$ cat config.mk
export PLATFORM = sky130hd
export DESIGN_NAME = iencode_loader
export DESIGN_NICKNAME = d
export VERILOG_FILES = /design/src/rtl/iencode_pkg.sv /design/src/rtl/iencode_word.sv /design/src/rtl/iencode_loader.sv
export SDC_FILE = /design/constraint.sdc
export NUM_CORES = 1
export LEC_CHECK = 0
export ABC_AREA = 0
export ABC_CLOCK_PERIOD_IN_PS = 2300
export CORE_ASPECT_RATIO = 0.6
export CORE_UTILIZATION = 40
export DETAILED_ROUTE_END_ITERATION = 8
export PLACE_DENSITY = 0.85
export SLEW_MARGIN = 20
export SYNTH_ARGS = -nofsm -noshare
export SYNTH_HDL_FRONTEND = slang
export SYNTH_SLANG_ARGS = --single-unit
$ cat constraint.sdc
create_clock -name clk -period 2.3 [get_ports clk]
set_input_delay 0.46 -clock clk [delete_from_list [all_inputs] [get_ports clk]]
set_output_delay 0.46 -clock clk [all_outputs]
set_load 0.05 [all_outputs]
$ cat src/rtl/iencode_pkg.sv
// Shared encodings for the RV32I instruction encoder/loader.
// Opcodes, funct3 values, request op codes and error codes.
package iencode_pkg;

   localparam logic [6:0] OPC_LUI    = 7'b0110111;
   localparam logic [6:0] OPC_OP_IMM = 7'b0010011;

   localparam logic [2:0] F3_ADDI = 3'b000;
   localparam logic [2:0] F3_ANDI = 3'b111;

   typedef enum logic [1:0] {
      OP_LUI  = 2'd0,
      OP_ADDI = 2'd1,
      OP_ANDI = 2'd2,
      OP_LI   = 2'd3
   } req_op_t;

   typedef enum logic [1:0] {
      ERR_NONE  = 2'd0,
      ERR_IMM   = 2'd1,
      ERR_SPACE = 2'd2,
      ERR_OP    = 2'd3
   } err_code_t;

   // True when v is the sign extension of its low 12 bits (-2048..2047).
   function automatic logic fits_simm12(input logic [31:0] v);
      return (v[31:11] == {21{v[11]}});
   endfunction

endpackage

$ cat src/rtl/iencode_word.sv
// Combinational packer: turns (op, rd, rs1, imm) into one RV32I word.
// Only LUI, ADDI and ANDI are encoded; any other op falls back to ADDI.
module iencode_word
   import iencode_pkg::*;
(
   input  req_op_t     op,
   input  logic [4:0]  rd,
   input  logic [4:0]  rs1,
   input  logic [31:0] imm,
   output logic [31:0] word
);

   always_comb begin
      word = '0;
      case (op)
         OP_LUI:  word = {imm[31:12], rd, OPC_LUI};
         OP_ANDI: word = {imm[11:0], rs1, F3_ANDI, rd, OPC_OP_IMM};
         default: word = {imm[11:0], rs1, F3_ADDI, rd, OPC_OP_IMM};
      endcase
   end

endmodule

$ cat src/rtl/iencode_loader.sv
// Accepts LUI/ADDI/ANDI/LI requests, encodes them and streams words into instruction memory.
// Define IENCODE_LI_EN to build the LI pseudo-op (single word or LUI+ADDI pair via EMIT2).
module iencode_loader
   import iencode_pkg::*;
#(
   parameter int ADDR_W = 8,
   parameter int DEPTH  = 256
) (
   input  logic              clk,
   input  logic              reset,
   input  logic              req_valid,
   output logic              req_ready,
   input  logic [1:0]        req_op,
   input  logic [4:0]        req_rd,
   input  logic [4:0]        req_rs1,
   input  logic [31:0]       req_imm,
   output logic              mem_we,
   input  logic              mem_ready,
   output logic [ADDR_W-1:0] mem_addr,
   output logic [31:0]       mem_wdata,
   output logic [ADDR_W:0]   word_count,
   output logic              full,
   output logic              err,
   output logic [1:0]        err_code
);

   typedef enum logic [1:0] {IDLE, EMIT1, EMIT2} state_t;

   localparam logic [ADDR_W:0] CNT_ONE   = (ADDR_W+1)'(1);
   localparam logic [ADDR_W:0] CNT_DEPTH = (ADDR_W+1)'(DEPTH);

   state_t      state;
   logic [ADDR_W:0] wc_inc;
   req_op_t     enc_op;
   logic [4:0]  enc_rd;
   logic [4:0]  enc_rs1;
   logic [31:0] enc_imm;
   logic [31:0] enc_word;
   err_code_t   chk_code;
   logic        req_fits;

`ifdef IENCODE_LI_EN
   localparam logic [ADDR_W+1:0] DEPTH_X = (ADDR_W+2)'(DEPTH);
   logic        two_word;
   logic        no_room;
   logic        pending_reg;
   logic [4:0]  rd_reg;
   logic [11:0] lo_reg;

   assign no_room = ({1'b0, word_count} + (ADDR_W+2)'(2)) > DEPTH_X;
`endif

   assign wc_inc   = word_count + CNT_ONE;
   assign req_fits = fits_simm12(req_imm);

   // One encoder serves both the accepted request and the pending ADDI half of an LI.
   always_comb begin
      enc_op  = req_op_t'(req_op);
      enc_rd  = req_rd;
      enc_rs1 = req_rs1;
      enc_imm = req_imm;
`ifdef IENCODE_LI_EN
      two_word = 1'b0;
      if (state == EMIT1) begin
         enc_op  = OP_ADDI;
         enc_rd  = rd_reg;
         enc_rs1 = rd_reg;
         enc_imm = {20'd0, lo_reg};
      end else if (req_op_t'(req_op) == OP_LI) begin
         if (req_fits) begin
            enc_op  = OP_ADDI;
            enc_rs1 = 5'd0;
         end else begin
            enc_op = OP_LUI;
            if (req_imm[11:0] != 12'd0) begin
               // Rounding the upper part compensates for the sign-extended low half.
               enc_imm  = req_imm + 32'h0000_0800;
               two_word = 1'b1;
            end
         end
      end
`endif
   end

   always_comb begin
      chk_code = ERR_NONE;
      case (req_op_t'(req_op))
         OP_LUI:           if (req_imm[11:0] != 12'd0) chk_code = ERR_IMM;
         OP_ADDI, OP_ANDI: if (!req_fits) chk_code = ERR_IMM;
         default: begin
`ifdef IENCODE_LI_EN
            if (two_word && no_room) chk_code = ERR_SPACE;
`else
            chk_code = ERR_OP;
`endif
         end
      endcase
   end

   iencode_word u_word (
      .op   (enc_op),
      .rd   (enc_rd),
      .rs1  (enc_rs1),
      .imm  (enc_imm),
      .word (enc_word)
   );

   always_ff @(posedge clk) begin
      if (reset) begin
         state      <= IDLE;
         req_ready  <= 1'b0;
         mem_we     <= 1'b0;
         mem_addr   <= '0;
         mem_wdata  <= '0;
         word_count <= '0;
         full       <= 1'b0;
         err        <= 1'b0;
         err_code   <= ERR_NONE;
`ifdef IENCODE_LI_EN
         pending_reg <= 1'b0;
         rd_reg      <= '0;
         lo_reg      <= '0;
`endif
      end else begin
         err      <= 1'b0;
         err_code <= ERR_NONE;
         case (state)
            IDLE: begin
               req_ready <= !full;
               if (req_valid && req_ready) begin
                  if (chk_code != ERR_NONE) begin
                     err      <= 1'b1;
                     err_code <= chk_code;
                  end else begin
                     mem_we    <= 1'b1;
                     mem_wdata <= enc_word;
                     req_ready <= 1'b0;
                     state     <= EMIT1;
`ifdef IENCODE_LI_EN
                     pending_reg <= two_word;
                     rd_reg      <= req_rd;
                     lo_reg      <= req_imm[11:0];
`endif
                  end
               end
            end
            EMIT1: begin
               if (mem_ready) begin
                  word_count <= wc_inc;
                  full       <= (wc_inc == CNT_DEPTH);
                  // Hold the address rather than wrap once the last word index is used.
                  if (!wc_inc[ADDR_W]) mem_addr <= wc_inc[ADDR_W-1:0];
`ifdef IENCODE_LI_EN
                  if (pending_reg) begin
                     mem_wdata   <= enc_word;
                     pending_reg <= 1'b0;
                     state       <= EMIT2;
                  end else
`endif
                  begin
                     mem_we    <= 1'b0;
                     req_ready <= (wc_inc != CNT_DEPTH);
                     state     <= IDLE;
                  end
               end
            end
`ifdef IENCODE_LI_EN
            EMIT2: begin
               if (mem_ready) begin
                  word_count <= wc_inc;
                  full       <= (wc_inc == CNT_DEPTH);
                  if (!wc_inc[ADDR_W]) mem_addr <= wc_inc[ADDR_W-1:0];
                  mem_we    <= 1'b0;
                  req_ready <= (wc_inc != CNT_DEPTH);
                  state     <= IDLE;
               end
            end
`endif
            default: begin
               mem_we <= 1'b0;
               state  <= IDLE;
            end
         endcase
      end
   end

endmodule

==> results.md, run 1 <==
- Status: complete, no violations
- Seq cells post-synth: 50
- Drt drc: 0
- Synthesized instance count: 289
- I/O Buffers: 100
- Worst-margin pin slew: 0.5862 ns
- Sink Count: 50
- Total detailed-routing wirelength: 8074 microns
- Slew Viols, Final: 0
- Slowest stage cell, crit path: or4_4
- Leakage power: 0.001695 uW
- ANT nets after route: 0
- Share of layout cells above drive strength 1: 0.2110
- Largest net degree at the start of global routing: 42
- First-pass GRT wire length: 12,740 microns
- GPL Wtd Cong: 0.8861
- Postcts setup bufs: 0
- Hold_buf cts: 0
- CP startpoint kind: primary input
- Die X: 106.9 microns
- Final setup TNS: 0 ns
- Syn. warnings: 0
- Number of synthesized flops with an enable pin: 0
- Setup ws final: 0.01164 ns
- Cell-by-cell trace of the critical path: clkdlybuf4s15_1 > or4_4 > nor4_4 > o221ai_2 > a211o_4 > buf_12 > mux2_4
- Filler cells: 481
- NumNets Final: 468
- Post-synth ARST share: 0
- Area of the multi-input gates: 1587 sq um
- Vias: 2,613
- Post-synthesis cell type count: 40
- Vias per cell: 5.216
- Main synth FF type: dfxtp_1
- Reg area: 1002 sq um
- Internal: 1567 uW
- Final Hold Slack: 0.4815 ns
- Die Ht: 64.95 microns
- DR iter-0 viols: 162
- Relative slew margins: 0.6092
- Initial Util: 0.4227
- Sw frac: 0.2572
- DR WL/cell: 16.12 microns
- Slowest Stage Delay on Critical Path: 0.51 ns
- Crit share post-route: 0.9949
- Placed standard-cell area: 3976 sq um
- Skew-Pair Late Insertion Delay: 0.30 ns
- 1st-pass router iterations: 5
- Final Instance Count excl. Fillers: 501
- Die area: 6943 sq um
- Seq pwr share: 0.427
- Hold WC Path Type: reg2reg
- Post-detailed-placement half-perimeter wirelength: 5809 microns
- Arrival @ worst endpoint: 2.48 ns
- Seq/Total Area, Yosys: 0.3790
- Rows: 22
- Gr ovfl total: 0
- GRT Overall Usage: 0.2360
- Clock share of power: 0.358
- Max clock buf depth: 2
- Worst EP required: 2.49 ns
- Core footprint: 6248 sq um
- Layout area overhead: 59.64%
- Commonest non-fill, non-tap cells in the layout: clkdlybuf4s50_1, dfxtp_1, nor2_1
- Synthesized area per cell: 9.139 sq um
- Worst-path clk slew: 0.09 ns
- CP Capture Type: flop
- Initial antenna violation count: 0
- Vias in the first global route: 2,552
- Switching power total: 542.6 uW
- Mapped Area: 2641 sq um
- Root Buffer: clkbuf_8
- Number of clock buffers inserted by TritonCTS: 5
- Logic gate share of total power: 0.215
- Max-cap violation count: 0
- Ant. Diodes: 0
- I/O pins: 103
- Pre-CTS WS: -0.6708 ns
- Htree depth: 2
- Top fanout value on the critical path: 7
- Pwr/cell area: 500.3 nW/um^2
- Worst VDD drop: 369.8 uV
- CTS tree: done
- Number of setup violations in the final report: 0
- Post-placement cell count: 492
- Fmax achieved: 0.4370 GHz
- Critical path type: in2reg
- Commonest non-fill, non-tap cell in the layout: clkdlybuf4s50_1
- Fin. Hold Viols: 0
- Min cycle time layout: 2.288 ns
- Clock skew: 0.007732 ns
- Finished Cell Area: 4217 sq um
==> through the flow <==
| step | power (uW) | utilization |
|---|---|---|
| 3_3_place_gp | 1353 | 0.6364 |
| 5_1_grt | 2189 | 0.6748 |
| 6_report | 2109 | 0.6748 |
| 2_1_floorplan | 1142 | - |
| 3_5_place_dp | 1359 | 0.6364 |
| 4_1_cts | 2119 | 0.6686 |
==> final cells by class <==
cell class,instances,area share
inverter,3,0.002671
sequential,50,0.2377
clock inverter,2,0.01424
multi-input combinational,213,0.3763
clock buffer,6,0.01958
timing repair buffer,143,0.3246
tap,84,0.02493
==> cell families after synthesis <==
| group | Yosys count | synth area share |
|---|---|---|
| compound gates | 44 | 0.1227 |
| simple gates | 123 | 0.2454 |
| buf+inv | 27 | 0.05116 |
| fa+ha+maj | 4 | 0.01895 |
| mux | 29 | 0.1450 |
| xor+xnor | 11 | 0.03647 |
| flops | 50 | 0.3790 |
| other cells | 1 | 0.001420 |
==> synth_stat cells (2+ instances only) <==
library cell,instances,area (sq um)
dfxtp_1,50,1001
nor4_1,5,31.28
or3_1,4,25.02
buf_6,2,22.52
inv_1,3,11.26
nor2b_1,20,125.1
nor4_2,2,25.02
nand2_1,13,48.80
mux2_4,18,270.3
buf_4,5,37.54
o21ai_0,3,15.01
nand3_1,5,25.02
ha_1,4,50.05
a31oi_1,2,12.51
a21oi_1,8,40.04
clkbuf_1,15,56.30
nand2b_1,14,87.58
nand4_1,5,31.28
a211oi_1,8,60.06
or4_1,4,30.03
xor2_1,4,35.03
and2_1,2,12.51
a22oi_1,17,127.6
buf_1,2,7.510
a211o_1,2,17.52
nor2_1,38,142.6
xnor2_1,7,61.31
nor3_1,7,35.03
mux2i_1,9,90.09
==> registers in the layout, indices dropped and copies added (netlist names) <==
signal      cells
mem_wdata      27
mem_addr        8
full            1
mem_we          1
req_ready       1
err             1
err_code        2
word_count      9
==> metal layers <==
metal / vias up / GRT usage / part of all wire
met2: 109 / 0.3702 / 0.45
met3: 15 / 0.05433 / 0.075
met5: - / 0 / 0
met1: 1227 / 0.3290 / 0.46
met4: 0 / 0.05137 / 0.017
li1: 1262 / - / -
==> final timing paths <==
| path | cells after the start | slack (ns) | start | to |
|---|---|---|---|---|
| hold / removal | 2 | 0.48 | mem_wdata[10] | mem_wdata[10] |
| hold reg to reg | 2 | 0.48 | mem_wdata[10] | mem_wdata[10] |
| setup / recovery | 7 | 0.01 | req_imm[27] | mem_wdata[30] |
| setup reg to reg | 7 | 0.32 | word_count[0] | mem_addr[4] |
==> critical path, delay by kind of cell <==
kind                   cells  cell delay (ns)
buffers and inverters      2             0.39
muxes                      1             0.29
AOI/OAI and AO/OA          2             0.57
and+or+nand+nor            2             0.76
==> repair_timing <==
item,in CTS,in global routing
gates resized for setup,27,13
cloned,1,0
pin swaps,8,7
endpoints found under the setup margin,31,26
==> power groups by stage <==
stage	logic (uW)	registers, uW	clock network, uW
finish	453	901	756
floorplan	149	993	0
CTS	446	900	773
global placement	433	920	0
global route	479	904	806
detailed placement	439	920	0
No activity file was read; power rests on OpenSTA's default activity.
==> inputs of run 2 (changes only) <==
--- a/config.mk
+++ b/config.mk
@@ -9,6 +9,7 @@
 export ABC_CLOCK_PERIOD_IN_PS = 2300
 export CORE_ASPECT_RATIO = 0.6
 export CORE_UTILIZATION = 40
+export CTS_CLUSTER_DIAMETER = 120
 export DETAILED_ROUTE_END_ITERATION = 8
 export PLACE_DENSITY = 0.85
 export SLEW_MARGIN = 20
==> results of run 2 <==
No change in the layout: final DEF, timing and power equal those of run 1.
==> inputs of run 3 (changes only) <==
--- a/config.mk
+++ b/config.mk
@@ -7,6 +7,7 @@
 export LEC_CHECK = 0
 export ABC_AREA = 0
 export ABC_CLOCK_PERIOD_IN_PS = 2300
+export CAP_MARGIN = 0
 export CORE_ASPECT_RATIO = 0.6
 export CORE_UTILIZATION = 40
 export CTS_CLUSTER_DIAMETER = 120
==> results of run 3 <==
No change in the layout: final DEF, timing and power equal those of run 1.
